===== src/rtl/divider_const_pipe.sv =====
// Pipelined unsigned divide-by-constant.
// The quotient is estimated by multiplying with a truncated reciprocal of the
// divisor. That estimate is at most one too small, and a final correction
// stage fixes it, so quotient and remainder are exact for every dividend.
// All stages share one enable, so backpressure freezes the whole pipe.
module divider_const_pipe #(
    parameter  int BWI      = 10,
    parameter  int DIV      = 22,
    parameter  int TAGW     = 1,
    localparam int BWQ      = BWI,
    localparam int CLOG_DIV = $clog2(DIV),
    localparam int BWR      = (CLOG_DIV < 1) ? 1 : CLOG_DIV
) (
    input  logic            clk,
    input  logic            rst_n,
    input  logic            in_valid,
    output logic            in_ready,
    input  logic [BWI-1:0]  in_data,
    input  logic [TAGW-1:0] in_tag,
    output logic            out_valid,
    input  logic            out_ready,
    output logic [BWQ-1:0]  out_quot,
    output logic [BWR-1:0]  out_rem,
    output logic [TAGW-1:0] out_tag
);

    // A zero divisor has no meaning; refuse to elaborate.
    if (DIV < 1) begin : g_div_check
        $error("divider_const_pipe: DIV must be at least 1");
    end

    localparam int         DIV_SAFE = (DIV < 1) ? 1 : DIV;
    localparam int         K        = BWI + CLOG_DIV;
    localparam int         PW       = BWI + K + 1;
    localparam int         EW       = BWI + BWR + 1;
    localparam logic [K:0] POW_K    = {1'b1, {K{1'b0}}};
    localparam logic [K:0] M        = POW_K / (K+1)'(DIV_SAFE);
    localparam logic [BWR:0] DIV_R  = (BWR+1)'(DIV_SAFE);

    // The estimate is q or q-1, so one conditional step of DIV corrects it.
    function automatic logic [BWQ-1:0] fix_quot(input logic [BWQ-1:0] q,
                                                input logic [BWR:0]   r);
        return (r >= DIV_R) ? q + BWQ'(1) : q;
    endfunction

    function automatic logic [BWR-1:0] fix_rem(input logic [BWR:0] r);
        return (r >= DIV_R) ? BWR'(r - DIV_R) : r[BWR-1:0];
    endfunction

    logic            w_en;
    logic [PW-1:0]   w_prod;
    logic [BWQ-1:0]  w_qest;
    logic [BWR:0]    w_rest;

    logic            r_vld_p0, r_vld_p1, r_vld_p2;
    logic [PW-1:0]   r_prod_p0;
    logic [BWI-1:0]  r_x_p0;
    logic [TAGW-1:0] r_tag_p0;
    logic [BWQ-1:0]  r_qest_p1;
    logic [BWR:0]    r_rest_p1;
    logic [TAGW-1:0] r_tag_p1;
    logic [BWQ-1:0]  r_quot_p2;
    logic [BWR-1:0]  r_rem_p2;
    logic [TAGW-1:0] r_tag_p2;

    // The pipe moves whenever the output register is empty or being drained.
    assign w_en     = ~r_vld_p2 | out_ready;
    assign in_ready = w_en;

    assign w_prod = PW'(in_data) * PW'(M);
    assign w_qest = BWQ'(r_prod_p0 >> K);
    // x - q_est*DIV is below 2*DIV, so BWR+1 bits hold it exactly.
    assign w_rest = (BWR+1)'(EW'(r_x_p0) - EW'(w_qest) * EW'(DIV_SAFE));

    // Valid flags: advance together on enable, bubbles included.
    always_ff @(posedge clk or negedge rst_n) begin
        if (!rst_n) begin
            r_vld_p0 <= 1'b0;
            r_vld_p1 <= 1'b0;
            r_vld_p2 <= 1'b0;
        end else if (w_en) begin
            r_vld_p0 <= in_valid;
            r_vld_p1 <= r_vld_p0;
            r_vld_p2 <= r_vld_p1;
        end
    end

    // Inner data stages: unreset, meaning is carried by the valid flags.
    always_ff @(posedge clk) begin
        if (w_en) begin
            // ---- S1: reciprocal multiply ----
            r_prod_p0 <= w_prod;
            r_x_p0    <= in_data;
            r_tag_p0  <= in_tag;
            // ---- S2: quotient and remainder estimate ----
            r_qest_p1 <= w_qest;
            r_rest_p1 <= w_rest;
            r_tag_p1  <= r_tag_p0;
        end
    end

    // ---- S3: correction; these registers drive the outputs directly ----
    // Output registers: cleared on reset so outputs are zero while held.
    always_ff @(posedge clk or negedge rst_n) begin
        if (!rst_n) begin
            r_quot_p2 <= '0;
            r_rem_p2  <= '0;
            r_tag_p2  <= '0;
        end else if (w_en) begin
            r_quot_p2 <= fix_quot(r_qest_p1, r_rest_p1);
            r_rem_p2  <= fix_rem(r_rest_p1);
            r_tag_p2  <= r_tag_p1;
        end
    end

    assign out_valid = r_vld_p2;
    assign out_quot  = r_quot_p2;
    assign out_rem   = r_rem_p2;
    assign out_tag   = r_tag_p2;

endmodule


===== config.mk =====
export PLATFORM = sky130hd
export DESIGN_NAME = divider_const_pipe
export DESIGN_NICKNAME = d
export VERILOG_FILES = /design/src/rtl/divider_const_pipe.sv
export SDC_FILE = /design/constraint.sdc
export NUM_CORES = 1
export LEC_CHECK = 0
export ABC_AREA = 1
export ABC_CLOCK_PERIOD_IN_PS = 2600
export BUFFER_PORTS_ARGS = -buffer_cell sky130_fd_sc_hd__buf_2
export CAP_MARGIN = 30
export CORE_MARGIN = 1
export CORE_UTILIZATION = 32
export CTS_CLUSTER_SIZE = 25
export DETAILED_ROUTE_END_ITERATION = 8
export HOLD_SLACK_MARGIN = 0.06
export PLACE_DENSITY_LB_ADDON = 0.3
export REMOVE_ABC_BUFFERS = 1
export SETUP_SLACK_MARGIN = 0.15
export SLEW_MARGIN = 10
export SYNTH_ARGS = -nofsm -noshare
export SYNTH_HDL_FRONTEND = slang
export SYNTH_SLANG_ARGS = --single-unit

===== constraint.sdc =====
create_clock -name clk -period 2.6 [get_ports clk]
set_input_delay 0.39 -clock clk [delete_from_list [all_inputs] [get_ports clk]]
set_output_delay 0.39 -clock clk [all_outputs]
set_load 0.005 [all_outputs]

==> results of run 1 <==
-- layout by cell type, fill, tap and decap left out, types with 2 or more instances in the layout --
| cell type | synthesis | final |
|---|---|---|
| a21oi_4 | 0 | 2 |
| buf_6 | 2 | 5 |
| conb_1 | 1 | 3 |
| nand2_4 | 0 | 2 |
| inv_1 | 85 | 76 |
| buf_2 | 1 | 23 |
| inv_2 | 3 | 11 |
| dfrtp_1 | 16 | 16 |
| edfxtp_1 | 26 | 26 |
| fa_1 | 26 | 23 |
| fa_2 | 0 | 3 |
| nor2_1 | 22 | 19 |
| nand4_1 | 2 | 2 |
| nand2_2 | 4 | 18 |
| nand3_2 | 1 | 6 |
| nor3_2 | 2 | 2 |
| ha_4 | 0 | 21 |
| nor2_2 | 1 | 3 |
| a31oi_1 | 4 | 4 |
| ha_1 | 68 | 46 |
| o21bai_1 | 3 | 3 |
| nand3_1 | 20 | 14 |
| clkbuf_16 | 0 | 5 |
| nand2_1 | 105 | 89 |
| o21ai_0 | 7 | 6 |
| a21oi_1 | 14 | 7 |
| xor2_1 | 7 | 7 |
| buf_4 | 3 | 47 |
| xnor2_1 | 5 | 5 |
| a21oi_2 | 0 | 5 |
| o21ai_1 | 2 | 2 |
-- power by group through the flow --
stage	combinational, mW	sequential, mW	clock (mW)
floorplan	2.21	1.28	0
finish	4.35	1.28	0.576
global route	4.92	1.31	0.611
CTS	3.92	1.28	0.597
global placement	3.09	1.29	0
detailed placement	3.13	1.29	0
-- per-layer routing --
layer  part of all wire (%)  up-vias  GRT usage [%]
li1                       -     1538              -
met5                      0        -              0
met2                     51       44           23.6
met4                    1.3        0           3.29
met1                     45     1344           15.6
met3                    2.5        7           1.78
-- cell families after synthesis --
| family | count (synthesis) | synth area share, % |
|---|---|---|
| AND/OR/NAND/NOR | 162 | 17.6 |
| buffers and inverters | 95 | 9.87 |
| adder cells (fa/ha/maj) | 94 | 35.2 |
| XOR/XNOR | 12 | 2.70 |
| other | 1 | 0.0964 |
| flip-flops | 42 | 30.4 |
| AO/OA/AOI/OAI | 30 | 4.18 |
-- worst max-delay path: cells and delay by family --
family / cells / cell delay, ns
adder cells (fa/ha/maj): 6 / 2.29
AND/OR/NAND/NOR: 7 / 0.58
buffers and inverters: 5 / 0.32
-- cell type report --
class | count | area share (%)
clock inverter | 2 | 0.170
clock buffer | 6 | 2.50
inverter | 88 | 6.47
multi-input combinational | 301 | 53.8
sequential | 42 | 22.9
timing repair buffer | 77 | 10.7
tap | 143 | 3.48
-- metrics by stage --
step | setup TNS [ns] | cell area (sq um) | power, mW
3_3_place_gp | -8.26 | 4480 | 4.38
4_1_cts | -5.22 | 4980 | 5.80
6_report | -5.36 | 5150 | 6.21
3_5_place_dp | -8.46 | 4480 | 4.43
2_1_floorplan | -6.44 | 3840 | 3.49
5_1_grt | -6.19 | 5150 | 6.84
-- synthesized netlist by cell type (all sizes together) --
cell type and n:
nor3 3, a21oi 14, xor2 7, xnor2 5
dfrtp 16, fa 26, nor3b 1, edfxtp 26
ha 68, nand3 21, nor2 23, a31oi 4
buf 6, inv 88, and2 1, nand3b 1
nand2 109, o21ai 9, or2 1, nand4 2
conb 1, o21bai 3, clkbuf 1
-- registers in the layout, indices dropped and copies added (netlist names) --
signal	cells
out_quot	7
r_prod_p0	6
r_qest_p1	6
r_rest_p1	6
r_x_p0	6
out_rem	5
out_tag	1
out_valid	1
r_tag_p0	1
r_tag_p1	1
r_vld_p0	1
r_vld_p1	1
-- repair_timing --
item,4_1_cts,5_1_grt
pin swaps,27,36
gates resized for setup,53,41
hold endpoints to repair,16,0
setup endpoints to repair,7,7
buffers inserted,2,4
hold buffers,1,0
-- worst paths after layout --
kind                            slack (ns)                     from                 endpoint  depth (start not counted)
min in group asynchronous             0.55                    rst_n   out_rem[3]$_DFFE_PN0P_                          2
worst max register to register        0.03  r_prod_p0[17]$_DFFE_PP_   r_rest_p1[5]$_DFFE_PP_                         13
worst max-delay path                 -0.93               in_data[4]  r_prod_p0[19]$_DFFE_PP_                         18
worst min-delay path                  0.30                   in_tag       r_tag_p0$_DFFE_PP_                          1
worst min register to register        0.42  r_prod_p0[20]$_DFFE_PP_   r_qest_p1[5]$_DFFE_PP_                          0
max in group asynchronous             1.79                    rst_n     r_vld_p1$_DFFE_PN0P_                          2
==> metrics.md, run 1 <==
| Metric | Value |
|---|---|
| Setup Crit Path Kind | in -> reg |
| Worst Hold Slack | 0.297 ns |
| Die area | about 13,000 sq um |
| Failing checks | DRC, setup timing |
| Leak pwr | between 2 and 3 nW |
| Crit path DAT | between 3 and 4 ns |
| Fin util | between 40 and 50% |
| Sw frac | 43.1% |
| H-tree lvl count | 2 |
| Max-cap violations | 0 |
| Minimum clock period | between 3 and 4 ns |
| Layout Skew | 0.00291 ns |
| Storage cell area | between 1000 and 1500 sq um |
| Max Freq | 0.283 GHz |
| Setup WS post-layout | -0.934 ns |
| Clock share of power | roughly a tenth |
| Cell taking the most area after synthesis | ha_1 |
| Via/cell ratio | between 4 and 5 |
| DR DRC count | 8 |
| GP Congestion | 0.804 |
| Antenna Nets Post-Route | 0 |
| Sequential area share after synthesis | a little under a third |
| Num ports | 33 |
| Final period utilization | 136% |
| Post-Syn Instances | around 440 |
| Clock buffer depth | 2 |
| Max incr delay on CP | 0.54 ns |
| # placed instances | between 600 and 700 |
| Final setup viols | 6 |
| Nets | 624 |
| Drt wl/cell | 11.5 microns |
| CP max stage cell | fa_1 |
| Seq pwr share | approximately 20% |
| RSZ-0062 raised after global routing | true |
| Multi-input logic area | 2770 sq um |
| Comb pwr share | around 70% |
| Diode count | 0 |
| Total grt overflow | 0 |
| HPWL Detailed | just under 6 mm |
| Syn-to-layout area delta | 32.3% |
| Core Region | 11,600 sq um |
| Post-Synthesis Cell Area | about 4000 sq um |
| Syn avg cell area | about 8.9 sq um |
| CTS root buffer | clkbuf_16 |
| Worst setup SP type | primary input |
| Synth area leaders | ha_1, edfxtp_1, fa_1 |
| Vias | between 2,000 and 3,000 |
| P_int | 3.54 mW |
| Max FO, Critical Path | 3 |
| Fill cell count | 1,106 |
| Status | finished, violations left |
| PortBufs | 29 |
| Net Sw Power | roughly 2.7 mW |
| Largest net degree at the start of global routing | 24 |
| Synth Register Bits | 42 |
| CP Data Required Time | 2.63 ns |
| Worst Hold Class | in -> reg |
| Peak VDD IR | approximately 0.0006 V |
| Initial antenna violation count | 0 |
| Crit path cell chain | buf_4 > fa_1 > ha_1 > inv_1 > fa_1 > inv_1 > fa_1 > ha_4 > ha_4 > nand2_4 > inv_1 > nand3_2 > inv_2 > and2_1 > nand2_2 > nand2_1 > nand2_1 > nand2_1 |
| Final WL | 7.58 mm |
| CTS Buf Count | 5 |
| Row count | 39 |
| Worst-path clk slew | 0.05 ns |
| Global-route wire length before repair | between 10 and 15 mm |
| Yosys warns | 0 |
| Drt pass-1 iters | 6 |
| Final cell count without fillers | between 600 and 700 |
| P per Cell Area | between 1000 and 1500 nW/um^2 |
| Fraction of layout cells with a size suffix above 1 | 31.6% |
| Synth unique cells | 31 |
| Gr usage total | between 10% and 20% |
| Dpl ws | -1.47 ns |
| Die boundary height | 112 microns |
| Skew-Pair Late Insertion Delay | roughly 0.28 ns |
| Max Slew Vio Count | 0 |
| Clk sinks | 42 |
| Post-synth top area share | 21.9% |
| Drt initial violations | 124 |
| Vias in the first global route | about 3,000 |
| Final Hold Vio Count | 0 |
| Width of the die | roughly 110 microns |
| TritonCTS clock tree | done |
| Worst setup EP type | register |
| Initial Utilization | about a third |
(Power assumes the default switching activity.)
==> inputs of run 2 (changes only) <==
--- a/config.mk
+++ b/config.mk
@@ -7,12 +7,13 @@
 export LEC_CHECK = 0
 export ABC_AREA = 1
 export ABC_CLOCK_PERIOD_IN_PS = 2600
-export BUFFER_PORTS_ARGS = -buffer_cell sky130_fd_sc_hd__buf_2
 export CAP_MARGIN = 30
+export CORE_ASPECT_RATIO = 0.8
 export CORE_MARGIN = 1
 export CORE_UTILIZATION = 32
-export CTS_CLUSTER_SIZE = 25
+export CTS_CLUSTER_SIZE = 12
 export DETAILED_ROUTE_END_ITERATION = 8
+export DONT_BUFFER_PORTS = 1
 export HOLD_SLACK_MARGIN = 0.06
 export PLACE_DENSITY_LB_ADDON = 0.3
 export REMOVE_ABC_BUFFERS = 1
==> metrics.md, run 2 (synthesis results as in run 1) <==
| Metric | Value |
|---|---|
| CP max stage cell | fa_2 (was fa_1) |
| Largest register FFs | 7 (unchanged) |
| Gr usage total | 13.5% (was 12.8%) |
| CP Data Required Time | 2.63 ns (about the same) |
| PortBufs | 0 (was 29) |
| FF-to-FF End | r_rest_p1[5]$_DFFE_PP_ (unchanged) |
| Antenna Nets Post-Route | 0 (unchanged) |
| GP Congestion | 0.849 (was 0.804) |
| Slew Limit Headroom | between 50% and 60% |
| Dpl ws | -1.35 ns (was -1.47 ns) |
| Worst setup SP type | primary input (unchanged) |
| Slew @ Worst Pin | 0.713 ns |
| Width of the die | 125 microns (was 112 microns) |
| Comb pwr share | 69.2% (was 70.1%) |
| Vias | 2,834 (was 2,933) |
| Final setup viols | 6 (unchanged) |
| Syn-to-layout area delta | 24.1% (was 32.3%) |
| Sw frac | 43.6% (was 43.1%) |
| Final WL | 8.03 mm (was 7.58 mm) |
| Drt wl/cell | 13.0 microns (was 11.5 microns) |
| Max-cap violations | 0 (unchanged) |
| Peak VDD IR | 0.000445 V (was 0.000594 V) |
| Failing checks | DRC, setup timing (unchanged) |
| Max Freq | 0.289 GHz (was 0.283 GHz) |
| Core Region | 11,700 sq um (was 11,600 sq um) |
| Skew-Pair Late Insertion Delay | 0.28 ns (about the same) |
| Initial antenna violation count | 0 (unchanged) |
| Diode count | 0 (unchanged) |
| Reg2reg setup slack | 0.12 ns (was 0.03 ns) |
| Worst hold start | in_tag (unchanged) |
| Total grt overflow | 0 (unchanged) |
| Most frequent cells in the layout | nand2_1, inv_1, ha_1 (was nand2_1, inv_1, buf_4) |
| Die area | 12,600 sq um (about the same) |
| Nets | 580 (was 624) |
| Worst setup EP type | register (unchanged) |
| Layout Skew | 0.00551 ns (was 0.00291 ns) |
| Largest net degree at the start of global routing | 26 (was 24) |
| Clk sinks | 42 (unchanged) |
| Clock buffer depth | 2 (unchanged) |
| CTS root buffer | clkbuf_16 (unchanged) |
| CTS Buf Count | 5 (unchanged) |
| Crit path buf inv count | 2 (was 5) |
| Initial Utilization | 33.3% (was 33.5%) |
| Reg2reg path depth | 11 (was 13) |
| Hold-critical path endpoint | r_tag_p0$_DFFE_PP_ (unchanged) |
| Most common cell after layout, fill and taps aside | nand2_1 (unchanged) |
| Clock share of power | 9.7% (was 9.3%) |
| Max incr delay on CP | 0.52 ns (was 0.54 ns) |
| Vias in the first global route | 2,957 (was 2,990) |
| Fraction of layout cells with a size suffix above 1 | 23.9% (was 31.6%) |
| Crit path cell chain | fa_1 > ha_1 > inv_2 > fa_2 > inv_2 > fa_2 > fa_1 > ha_4 > nand2_4 > nor2_4 > nand3_2 > nand3_4 > nand2_2 > nand3_1 > nand2_1 (was buf_4 > fa_1 > ha_1 > inv_1 > fa_1 > inv_1 > fa_1 > ha_4 > ha_4 > nand2_4 > inv_1 > nand3_2 > inv_2 > and2_1 > nand2_2 > nand2_1 > nand2_1 > nand2_1) |
| Minimum clock period | 3.46 ns (was 3.53 ns) |
| Final Power | 6.21 mW (about the same) |
| Setup WS post-layout | -0.863 ns (was -0.934 ns) |
| Setup Crit Path Kind | in -> reg (unchanged) |
| Seq pwr share | 21.1% (was 20.6%) |
| P_int | 3.50 mW (was 3.54 mW) |
| Die boundary height | 101 microns (was 112 microns) |
| Worst-path clk slew | 0.06 ns (was 0.05 ns) |
| TNS Setup | -4.89 ns (was -5.36 ns) |
| DR DRC count | 7 (was 8) |
| HPWL Detailed | 6.07 mm (was 5.92 mm) |
| Status | finished, violations left (unchanged) |
| Worst Hold Slack | 0.203 ns (was 0.297 ns) |
| Crit path DAT | 3.49 ns (was 3.57 ns) |
| RSZ-0062 raised after global routing | true (unchanged) |
| Max Slew Vio Count | 0 (unchanged) |
| Leak pwr | 2.42 nW (was 2.59 nW) |
| Drt initial violations | 139 (was 124) |
| Final period utilization | 133% (was 136%) |
| Worst Hold Class | in -> reg (unchanged) |
| Top Family by Delay on Critical Path | adder cells (unchanged) |
| R2R Path Start | r_prod_p0[17]$_DFFE_PP_ (unchanged) |
| Drt pass-1 iters | 6 (unchanged) |
| Net Sw Power | 2.71 mW (was 2.68 mW) |
| Num ports | 33 (unchanged) |
| TritonCTS clock tree | done (unchanged) |
| Global-route wire length before repair | 13.7 mm (was 13.1 mm) |
| Max FO, Critical Path | 6 (was 3) |
| H-tree lvl count | 2 (unchanged) |
| Final Hold Vio Count | 0 (unchanged) |
| Worst hold stages | 0 (was 1) |
| P per Cell Area | 1290 nW/um^2 (was 1210 nW/um^2) |
| Row count | 35 (was 39) |
| Via/cell ratio | 4.57 (was 4.45) |
==> run 2: through the flow <==
| step | instance area (sq um) | std cells | utilization [%] |
|---|---|---|---|
| detailed placement | 4230 | 604 | 36.2 |
| floorplan | 3840 | 431 | - |
| global route | 4830 | 620 | 41.3 |
| finish | 4830 | 620 | 41.3 |
| CTS | 4640 | 615 | 39.7 |
| global placement | 4230 | 604 | 36.2 |
==> run 2: how the worst max path moves through the flow <==
stage	slack [ns]	depth (start not counted)	start	endpoint
after floorplan	-1.11	14	in_data[7]	r_prod_p0[18]$_DFFE_PP_
after global placement	-1.27	16	in_data[7]	r_prod_p0[20]$_DFFE_PP_
after detailed placement	-1.35	14	in_data[7]	r_prod_p0[20]$_DFFE_PP_
after CTS	-0.81	15	in_data[1]	r_prod_p0[15]$_DFFE_PP_
after global routing	-0.97	15	in_data[1]	r_prod_p0[17]$_DFFE_PP_
final	-0.86	15	in_data[1]	r_prod_p0[17]$_DFFE_PP_
==> run 2: final cells by class <==
type / count / area (sq um)
clock inverters: 2 / 13.8
flip-flops and latches: 42 / 1180
repair buffers: 33 / 267
multi-input cells: 301 / 2720
well taps: 148 / 185
fillers: 1130 / 6860
clock buffers: 6 / 129
inverters: 88 / 333
==> run 2: power by group through the flow <==
| stage | Sequential [mW] | Clock, mW | Combinational, mW |
|---|---|---|---|
| finish | 1.31 | 0.602 | 4.30 |
| global route | 1.35 | 0.647 | 4.83 |
| CTS | 1.31 | 0.622 | 3.72 |
| detailed placement | 1.33 | 0 | 3.04 |
| global placement | 1.32 | 0 | 3.00 |
| floorplan | 1.28 | 0 | 2.21 |
==> run 2: worst register-to-register path: stages, from the launching register on <==
cell	delay [ns]
edfxtp_1	0.43
ha_1	0.30
ha_1	0.27
inv_1	0.04
fa_1	0.47
ha_4	0.32
nand3_2	0.08
nand2_1	0.06
nand2_1	0.05
nand2_1	0.07
nand3b_1	0.10
nand2_1	0.05
==> run 2: repair_timing <==
action,4_1_cts,5_1_grt
endpoints found under the hold margin,16,0
hold buffers,1,0
setup buffers,2,5
pin swaps,20,35
endpoints found under the setup margin,7,7
resized for setup,36,42
==> run 2: routing by layer <==
layer,track usage [%],up-vias,part of all wire [%]
met4,1.69,0,0.34
met1,16.8,1317,49
met3,3.03,4,3.3
li1,-,1446,-
met2,24.6,67,47
met5,0,-,0
